===== src/rtl/lines_cleared_tracker.sv =====
// lines_cleared_tracker: walks the full-row mask of each locked piece top-first,
// hands each full row to the collapse logic over a valid/ack handshake and keeps
// saturating line totals plus a sticky sprint-complete flag.
// Optional build macro: LINES_CLEARED_COMBO_EN adds a consecutive-clearing-lock
// counter on combo_count; without it combo_count is tied to zero.
module lines_cleared_tracker #(
   parameter int ROWS  = 20,
   parameter int GOAL  = 40,
   parameter int ROW_W = 5
) (
   input  logic             clk,
   input  logic             rst_l,
   input  logic             new_game,
   input  logic             lock_valid,
   input  logic [ROWS-1:0]  full_rows,
   output logic             ready,
   output logic             clear_valid,
   output logic [ROW_W-1:0] clear_row,
   input  logic             clear_ack,
   output logic [5:0]       lines_cleared,
   output logic [2:0]       lines_this_lock,
   output logic             lock_done,
   output logic             sprint_done,
   output logic [4:0]       combo_count
);

   localparam logic [1:0] IDLE   = 2'd0;
   localparam logic [1:0] SCAN   = 2'd1;
   localparam logic [1:0] CLEAR  = 2'd2;
   localparam logic [1:0] FINISH = 2'd3;

   localparam logic [ROW_W-1:0] LAST_ROW = ROW_W'(ROWS - 1);
   localparam logic [6:0]       GOAL_W   = 7'(GOAL);

   // Increments are formed one bit wider, then clamped on carry-out.
   function automatic logic [5:0] sat_inc6(input logic [5:0] v);
      logic [6:0] s;
      s = {1'b0, v} + 7'd1;
      return s[6] ? 6'h3F : s[5:0];
   endfunction

   function automatic logic [2:0] sat_inc3(input logic [2:0] v);
      logic [3:0] s;
      s = {1'b0, v} + 4'd1;
      return s[3] ? 3'h7 : s[2:0];
   endfunction

   logic [1:0]       state_q, state_d;
   logic             clear_valid_q, clear_valid_d;
   logic [ROW_W-1:0] clear_row_q, clear_row_d;
   logic [5:0]       lines_q, lines_d;
   logic [2:0]       this_lock_q, this_lock_d;
   logic             lock_done_q, lock_done_d;
   logic             sprint_q, sprint_d;
   logic [ROWS-1:0]  mask_q, mask_d;
   logic [ROW_W-1:0] ptr_q, ptr_d;
   logic [2:0]       cnt_q, cnt_d;

   // Next-state logic: new_game overrides everything, then the lock-walk FSM.
   always_comb begin
      state_d       = state_q;
      clear_valid_d = clear_valid_q;
      clear_row_d   = clear_row_q;
      lines_d       = lines_q;
      this_lock_d   = this_lock_q;
      lock_done_d   = 1'b0;
      sprint_d      = sprint_q | ({1'b0, lines_q} >= GOAL_W);
      mask_d        = mask_q;
      ptr_d         = ptr_q;
      cnt_d         = cnt_q;
      if (new_game) begin
         state_d       = IDLE;
         clear_valid_d = 1'b0;
         lines_d       = '0;
         this_lock_d   = '0;
         sprint_d      = 1'b0;
      end else begin
         case (state_q)
            IDLE: begin
               if (lock_valid) begin
                  mask_d  = full_rows;
                  ptr_d   = '0;
                  cnt_d   = '0;
                  state_d = SCAN;
               end
            end
            SCAN: begin
               // Ascending order: collapsing row r never moves rows below r.
               if (mask_q[ptr_q]) begin
                  clear_row_d = ptr_q;
                  state_d     = CLEAR;
               end else if (ptr_q == LAST_ROW) begin
                  state_d = FINISH;
               end else begin
                  ptr_d = ptr_q + ROW_W'(1);
               end
            end
            CLEAR: begin
               // Request is raised one cycle after entry; ack only counts once it is visible.
               if (!clear_valid_q) begin
                  clear_valid_d = 1'b1;
               end else if (clear_ack) begin
                  clear_valid_d = 1'b0;
                  cnt_d         = sat_inc3(cnt_q);
                  lines_d       = sat_inc6(lines_q);
                  if (ptr_q == LAST_ROW) begin
                     state_d = FINISH;
                  end else begin
                     ptr_d   = ptr_q + ROW_W'(1);
                     state_d = SCAN;
                  end
               end
            end
            FINISH: begin
               lock_done_d = 1'b1;
               this_lock_d = cnt_q;
               state_d     = IDLE;
            end
            default: state_d = IDLE;
         endcase
      end
   end

   // Control and visible count registers, cleared by the asynchronous reset.
   always_ff @(posedge clk or negedge rst_l) begin
      if (!rst_l) begin
         state_q       <= IDLE;
         clear_valid_q <= 1'b0;
         clear_row_q   <= '0;
         lines_q       <= '0;
         this_lock_q   <= '0;
         lock_done_q   <= 1'b0;
         sprint_q      <= 1'b0;
      end else begin
         state_q       <= state_d;
         clear_valid_q <= clear_valid_d;
         clear_row_q   <= clear_row_d;
         lines_q       <= lines_d;
         this_lock_q   <= this_lock_d;
         lock_done_q   <= lock_done_d;
         sprint_q      <= sprint_d;
      end
   end

   // Per-lock working state; always reloaded when a lock is accepted.
   always_ff @(posedge clk) begin
      mask_q <= mask_d;
      ptr_q  <= ptr_d;
      cnt_q  <= cnt_d;
   end

`ifdef LINES_CLEARED_COMBO_EN
   function automatic logic [4:0] sat_inc5(input logic [4:0] v);
      logic [5:0] s;
      s = {1'b0, v} + 6'd1;
      return s[5] ? 5'h1F : s[4:0];
   endfunction

   logic [4:0] combo_q, combo_d;

   // Combo grows on every lock that cleared something and breaks on an empty lock.
   always_comb begin
      combo_d = combo_q;
      if (new_game) begin
         combo_d = '0;
      end else if (state_q == FINISH) begin
         combo_d = (cnt_q != 3'd0) ? sat_inc5(combo_q) : 5'd0;
      end
   end

   // Combo register, cleared by the asynchronous reset.
   always_ff @(posedge clk or negedge rst_l) begin
      if (!rst_l) combo_q <= '0;
      else        combo_q <= combo_d;
   end

   assign combo_count = combo_q;
`else
   assign combo_count = 5'd0;
`endif

   assign ready           = (state_q == IDLE);
   assign clear_valid     = clear_valid_q;
   assign clear_row       = clear_row_q;
   assign lines_cleared   = lines_q;
   assign lines_this_lock = this_lock_q;
   assign lock_done       = lock_done_q;
   assign sprint_done     = sprint_q;

endmodule


===== config.mk =====
export PLATFORM = sky130hd
export DESIGN_NAME = lines_cleared_tracker
export DESIGN_NICKNAME = d
export VERILOG_FILES = /design/src/rtl/lines_cleared_tracker.sv
export SDC_FILE = /design/constraint.sdc
export NUM_CORES = 1
export LEC_CHECK = 0
export ABC_AREA = 1
export BUFFER_PORTS_ARGS = -buffer_cell sky130_fd_sc_hd__buf_4
export CORE_ASPECT_RATIO = 1.25
export CORE_MARGIN = 3
export CORE_UTILIZATION = 40
export DETAILED_ROUTE_END_ITERATION = 10
export GPL_TIMING_DRIVEN = 1
export PLACE_DENSITY_LB_ADDON = 0.3
export SYNTH_ARGS = -nofsm -noshare
export SYNTH_HDL_FRONTEND = slang
export SYNTH_SLANG_ARGS = --single-unit
export TNS_END_PERCENT = 50

===== constraint.sdc =====
create_clock -name clk -period 2.4 [get_ports clk]
set_clock_uncertainty 0.15 [all_clocks]
set_input_delay 0.48 -clock clk [delete_from_list [all_inputs] [get_ports clk]]
set_output_delay 0.48 -clock clk [all_outputs]
set_load 0.03 [all_outputs]

==> impl_metrics.py, run 1 <==
metrics = {
    "cts": {
        "clockRootBuffer": "clkbuf_8",
        "cts_buffer_depth": 2,
        "cts_buffers": 5,
        "clkSinkCount": 47,
        "cts-htree-levels": 2,
        "cts-resized-gates": 0,
        "cts.clk_slew.worst_paths_ns": 0.08,
        "clock_latency_ns": 0.30,
        "tritoncts": "done",
    },
    "logic_synthesis": {
        "synth_fa_ha_area_frac": 0.04828,
        "synth-simple-area-share": 0.1996,
        "yosys-top-cells-area": "edfxtp_1 (36%), dfrtp_1 (20%), nand2_1 (9.0%), inv_1 (5.0%), ha_1 (4.8%)",
        "synth_common_cells": "nand2_1 (56), inv_1 (31), edfxtp_1 (28)",
        "ys_types": 33,
        "synth_top_area_share": 0.3605,
        "synthXorXnorAreaFrac": 0.007511,
        "synth-edff-count": 28,
        "synthMostInstantiatedCell": "nand2_1",
        "synthCells": 240,
        "synth_compound_area_frac": 0.09442,
        "yosysWarnings": 0,
        "postSynthAreaPerCell_um2": 9.718,
        "synthMuxAreaShare": 0,
        "seq_area_frac_synth": 0.5644,
        "synth_top_family_by_area": "simple AND/OR/NAND/NOR gates",
        "synth-seq-cells": 47,
        "ys_dominant_reg_cell": "edfxtp_1",
        "netlist_area_um2": 2332,
        "async_flop_share": 0.4043,
        "synth_top_area_cell": "edfxtp_1",
    },
    "timing": {
        "hold-worst-slack_ns": 0.2048,
        "grt_setup_unrepaired": "false",
        "period_share": 0.9095,
        "fin_crit_ns": 2.183,
        "report.final.hold_viol_count": 0,
        "max_freq_mhz": 458.1,
        "tns_ns": 0,
        "worst_slack_ns": 0.2172,
        "setup_viol_count_final": 0,
        "slew_viol_final": 0,
    },
    "hold_path": {
        "min_from": "full_rows[12]",
        "min_path_type": "input pin to flip-flop",
    },
    "worst_setup_path": {
        "r2r_end": "ptr_q[3]",
        "cp_data_arrival_time_ns": 2.05,
        "reg2reg_from": "ptr_q[0]",
        "required_ns": 2.27,
        "setup.worst_path.end": "ptr_q[3]",
        "start_kind": "flip-flop",
        "criticalPathCategory": "flip-flop to flip-flop",
        "crit_fanout": 9,
        "r2r_cells": 10,
        "reg2reg_slack_ns": 0.22,
        "cp-end-kind": "flip-flop",
        "critical_path.startpoint": "ptr_q[0]",
    },
    "route": {
        "routed_wl_um": 4230,
        "drt_iter0_drc": 71,
        "drc": 0,
        "vias": 1683,
        "routedWlPerCell_um": 11.95,
        "ant_nets": 0,
        "dr.pass1.iters": 4,
        "avgViaCountPerCell": 4.754,
    },
    "place": {
        "pre_cts_slack_ns": 0.2170,
        "place_hpwl_um": 3244,
        "io_buffers": 42,
        "place_area_um2": 2703,
        "gp_congestion": 0.7940,
    },
    "job": {
        "maxCapViolCount": 0,
    },
    "pwr": {
        "p_sw_w": 0.001032,
        "p_seq_frac": 0.424,
        "pwr-share-comb": 0.375,
        "power.internal_w": 0.001768,
        "p_leak_nw": 1.314,
        "vdd_drop_max_mv": 0.5460,
        "pwr-share-clk": 0.201,
        "power.density_nw_per_um2": 992.8,
        "sw_frac_of_total": 0.3685,
    },
    "floorplan": {
        "dieArea_um2": 6788,
        "coreArea_um2": 5518,
        "chipHeight_um": 91.37,
        "start_util": 0.4227,
        "io_pins": 48,
        "row_count": 30,
        "die_width_um": 74.30,
    },
    "global_routing": {
        "grt_pass1_wl_um": 7603,
        "grt_use_total": 0.1440,
        "overflow": 0,
        "antenna_found_initial": 0,
        "grt_max_degree": 21,
        "grt_pass1_vias": 1691,
    },
    "cells_and_area": {
        "n_antenna_cell": 0,
        "nets": 323,
        "area_growth_pct": 20.92,
        "fin_area_um2": 2820,
        "layout-drive-gt1-share": 0.2241,
    },
    "status": {
        "status": "complete, no violations",
    },
}
-- critical path, cell delays in order, from the launching register on --
cell,delay (ns)
edfxtp_1,0.51
buf_4,0.22
nand2_1,0.05
nand3_1,0.08
nand3_1,0.10
nand2_1,0.07
o21ai_2,0.19
nand2_2,0.09
nand2_4,0.10
nor3b_2,0.18
buf_4,0.17
-- sequential cells by signal, summed over array words and instances, names as in the netlist --
| name | flops |
|---|---|
| lines_this_lock | 3 |
| lines_cleared | 6 |
| state_q | 2 |
| lock_done | 1 |
| ptr_q | 5 |
| mask_q | 20 |
| cnt_q | 3 |
| clear_row | 5 |
| sprint_done | 1 |
| clear_valid | 1 |
-- metrics by stage --
stage / instances / total power, W / util
finish: 354 / 0.002800 / 0.5111
floorplan: 244 / 0.001956 / -
CTS: 354 / 0.002836 / 0.5111
global placement: 345 / 0.002244 / 0.4898
detailed placement: 345 / 0.002262 / 0.4898
global route: 354 / 0.003026 / 0.5111
-- power by group through the flow --
stage | clock network [W] | logic (W) | registers (W)
after detailed placement | 0 | 0.00106 | 0.00121
after global routing | 0.000613 | 0.00120 | 0.00121
final | 0.000564 | 0.00105 | 0.00119
after floorplan | 0 | 0.000677 | 0.00128
after global placement | 0 | 0.00104 | 0.00120
after CTS | 0.000580 | 0.00107 | 0.00119
-- cell type report --
class	instances	area [µm²]
fillers	493	2698
clock buffers	5	68.82
well taps	64	80.08
clock inverters	3	38.79
multi-input cells	155	837.1
flip-flops and latches	47	1316
repair buffers	47	355.3
inverters	33	123.9
-- logic make-up (layout without fill, tap and decap cells) --
| logic type | Yosys count | in the layout |
|---|---|---|
| adders and majority gates | 9 | 9 |
| and+or+nand+nor | 102 | 102 |
| other | 1 | 5 |
| xor gates and xnor gates | 2 | 2 |
| buffers and inverters | 42 | 88 |
| DFF | 47 | 47 |
| AOI/OAI and AO/OA | 37 | 37 |
-- repair_timing --
action	in CTS	in global routing
hold buffers	1	0
hold endpoints to repair	19	0
endpoints found under the setup margin	0	0
setup buffers	0	0
-- metal layers --
| metal | global-route usage | part of all wire |
|---|---|---|
| met5 | 0 | 0 |
| met3 | 0.03212 | 0.035 |
| met2 | 0.2419 | 0.52 |
| met4 | 0.05341 | 0.021 |
| met1 | 0.1772 | 0.42 |
-- cells in the final DEF, fill, tap and decap left out, types with 3 or more instances in the layout --
cell,count
nand2_1,56
dfrtp_1,19
a21oi_1,8
edfxtp_1,28
o21a_1,4
nor2_1,13
nand3_1,18
inv_1,31
buf_4,46
or2_2,3
conb_1,5
o21ai_0,16
clkbuf_8,5
ha_1,9
-- worst min path at each step --
stage / end / slack [ns] / depth (start not counted)
6_report: mask_q[12] / 0.20 / 1
5_1_grt: mask_q[0] / 0.18 / 1
4_1_cts: mask_q[9] / 0.19 / 1
3_3_place_gp: lines_this_lock[2] / 0.22 / 1
3_5_place_dp: sprint_done / 0.23 / 1
2_1_floorplan: clear_row[0] / 0.03 / 0
No activity file was read; power rests on OpenSTA's default activity.
==> run 2: changes to the inputs <==
==> constraint.sdc (replaced) <==
create_clock -name clk -period 2.14 [get_ports clk]
set_clock_uncertainty 0.15 [all_clocks]
set_input_delay 0.428 -clock clk [delete_from_list [all_inputs] [get_ports clk]]
set_output_delay 0.428 -clock clk [all_outputs]
set_load 0.03 [all_outputs]
==> impl_metrics.py, run 2 (synthesis gave the netlist of run 1 again) <==
metrics = {
    "worst_setup_path": {
        "slowest_delay_ns": 0.49,
        "reg2reg_from": "ptr_q[0]",
        "reg2reg_slack_ns": 0.11,
        "start_kind": "flip-flop",
        "criticalPathCategory": "flip-flop to flip-flop",
        "crit_fanout": 5,
        "cpMaxStageDelayCell": "edfxtp_1",
        "crit_top_cell": "nand2_1",
        "cp-end-kind": "flip-flop",
        "critical_path.startpoint": "ptr_q[0]",
        "path_cells": "buf_6, nand2_1, nand3_1, nand3b_1, nand2_1, o21ai_2, nand2_2, nand2_4, nor3b_2, buf_4",
        "cp_data_arrival_time_ns": 1.90,
        "required_ns": 2.01,
    },
    "pwr": {
        "vdd_drop_max_mv": 0.5808,
        "p_leak_nw": 1.339,
        "power.density_nw_per_um2": 1131,
        "sw_frac_of_total": 0.3714,
        "power.internal_w": 0.002038,
        "p_sw_w": 0.001204,
        "pwr-share-comb": 0.398,
        "p_seq_frac": 0.406,
        "pwr-share-clk": 0.196,
    },
    "route": {
        "ant_nets": 0,
        "drt_iter0_drc": 56,
        "routed_wl_um": 4625,
        "vias": 1741,
        "drc": 0,
        "avgViaCountPerCell": 4.850,
        "routedWlPerCell_um": 12.88,
        "dr.pass1.iters": 6,
    },
    "timing": {
        "relSlewSlack": 0.6587,
        "max_freq_mhz": 493.7,
        "setup_viol_count_final": 0,
        "tns_ns": 0,
        "report.final.hold_viol_count": 0,
        "max_slew.worst_pin.slew_ns": 0.5066,
        "fin_crit_ns": 2.026,
        "worst_slack_ns": 0.1144,
        "hold-worst-slack_ns": 0.1497,
        "period_share": 0.9465,
        "slew_viol_final": 0,
        "grt_setup_unrepaired": "false",
    },
    "floorplan": {
        "row_count": 30,
        "die_width_um": 74.30,
        "start_util": 0.4227,
        "io_pins": 48,
        "coreArea_um2": 5518,
        "chipHeight_um": 91.37,
        "dieArea_um2": 6788,
    },
    "cells_and_area": {
        "final_cells": 359,
        "final_common_cell": "nand2_1",
        "largest_reg_flops": 20,
        "layout_common_cells": "nand2_1 (56), buf_4 (49), inv_1 (31)",
        "fin_util": 0.5195,
        "n_antenna_cell": 0,
        "area_growth_pct": 22.91,
        "layout-drive-gt1-share": 0.2407,
        "fillCellCount": 495,
        "top_register": "mask_q",
        "nets": 328,
    },
    "global_routing": {
        "grt_use_total": 0.1478,
        "grt_pass1_vias": 1752,
        "overflow": 0,
        "antenna_found_initial": 0,
        "grt_max_degree": 21,
        "grt_pass1_wl_um": 7762,
    },
    "place": {
        "pre_cts_slack_ns": 0.08284,
        "place_inst": 347,
        "gp_congestion": 0.8076,
        "io_buffers": 42,
        "place_hpwl_um": 3467,
    },
    "cts": {
        "tritoncts": "done",
        "cts-htree-levels": 2,
        "clock_latency_ns": 0.30,
        "cts.clk_slew.worst_paths_ns": 0.08,
        "cts_buffer_depth": 2,
        "clockRootBuffer": "clkbuf_8",
        "clkSinkCount": 47,
        "cts_buffers": 5,
    },
    "job": {
        "maxCapViolCount": 0,
    },
    "hold_path": {
        "min_from": "full_rows[12]",
        "min_path_type": "input pin to flip-flop",
    },
    "status": {
        "status": "complete, no violations",
    },
}
[run 2: critical path: cells and delay by family, from the launching register on]
kind            cells  cell delay (ns)
simple gates        7             0.59
flops               1             0.49
buf+inv             2             0.34
compound gates      1             0.18
[run 2: repair_timing]
item	4_1_cts	5_1_grt
hold buffers	1	0
setup endpoints to repair	0	8
endpoints found under the hold margin	19	0
gates resized for setup	0	3
buffers inserted	0	2
[run 2: routing by layer]
layer  vias to the layer above  part of all wire  wire [µm]  global-route usage
met5                         -                 0          0                   0
met4                         0             0.016         76             0.05341
met3                         7             0.043        198             0.03322
met2                        38              0.53       2469              0.2567
met1                       805              0.41       1880              0.1741
li1                        891                 -          -                   -
[run 2: worst paths after layout]
path	endpoint	depth (start not counted)
worst min-delay path	mask_q[12]	1
max in group asynchronous	clear_row[1]	2
worst max register to register	ptr_q[1]	10
min in group asynchronous	state_q[1]	2
worst min register to register	clear_row[4]	1
worst max-delay path	ptr_q[1]	10
[run 2: power by group through the flow]
stage | Sequential (W) | Clock, W | Combinational, W
6_report | 0.00132 | 0.000637 | 0.00129
5_1_grt | 0.00134 | 0.000689 | 0.00145
4_1_cts | 0.00132 | 0.000653 | 0.00126
3_5_place_dp | 0.00133 | 0 | 0.00125
3_3_place_gp | 0.00133 | 0 | 0.00122
2_1_floorplan | 0.00143 | 0 | 0.000760
[run 2: final cells by class]
type                       count  area, µm²  area share
clock buffer                   5      68.82     0.02401
sequential                    47       1316      0.4592
timing repair buffer          52      394.1      0.1375
multi-input combinational    155      842.1      0.2938
inverter                      33      126.4     0.04409
tap                           64      80.08     0.02794
clock inverter                 3      38.79     0.01353
[run 2: per-stage QoR]
stage	total power [W]	instance area, µm²
finish	0.003242	2867
global route	0.003481	2867
CTS	0.003227	2835
detailed placement	0.002580	2718
global placement	0.002547	2718
floorplan	0.002194	2350
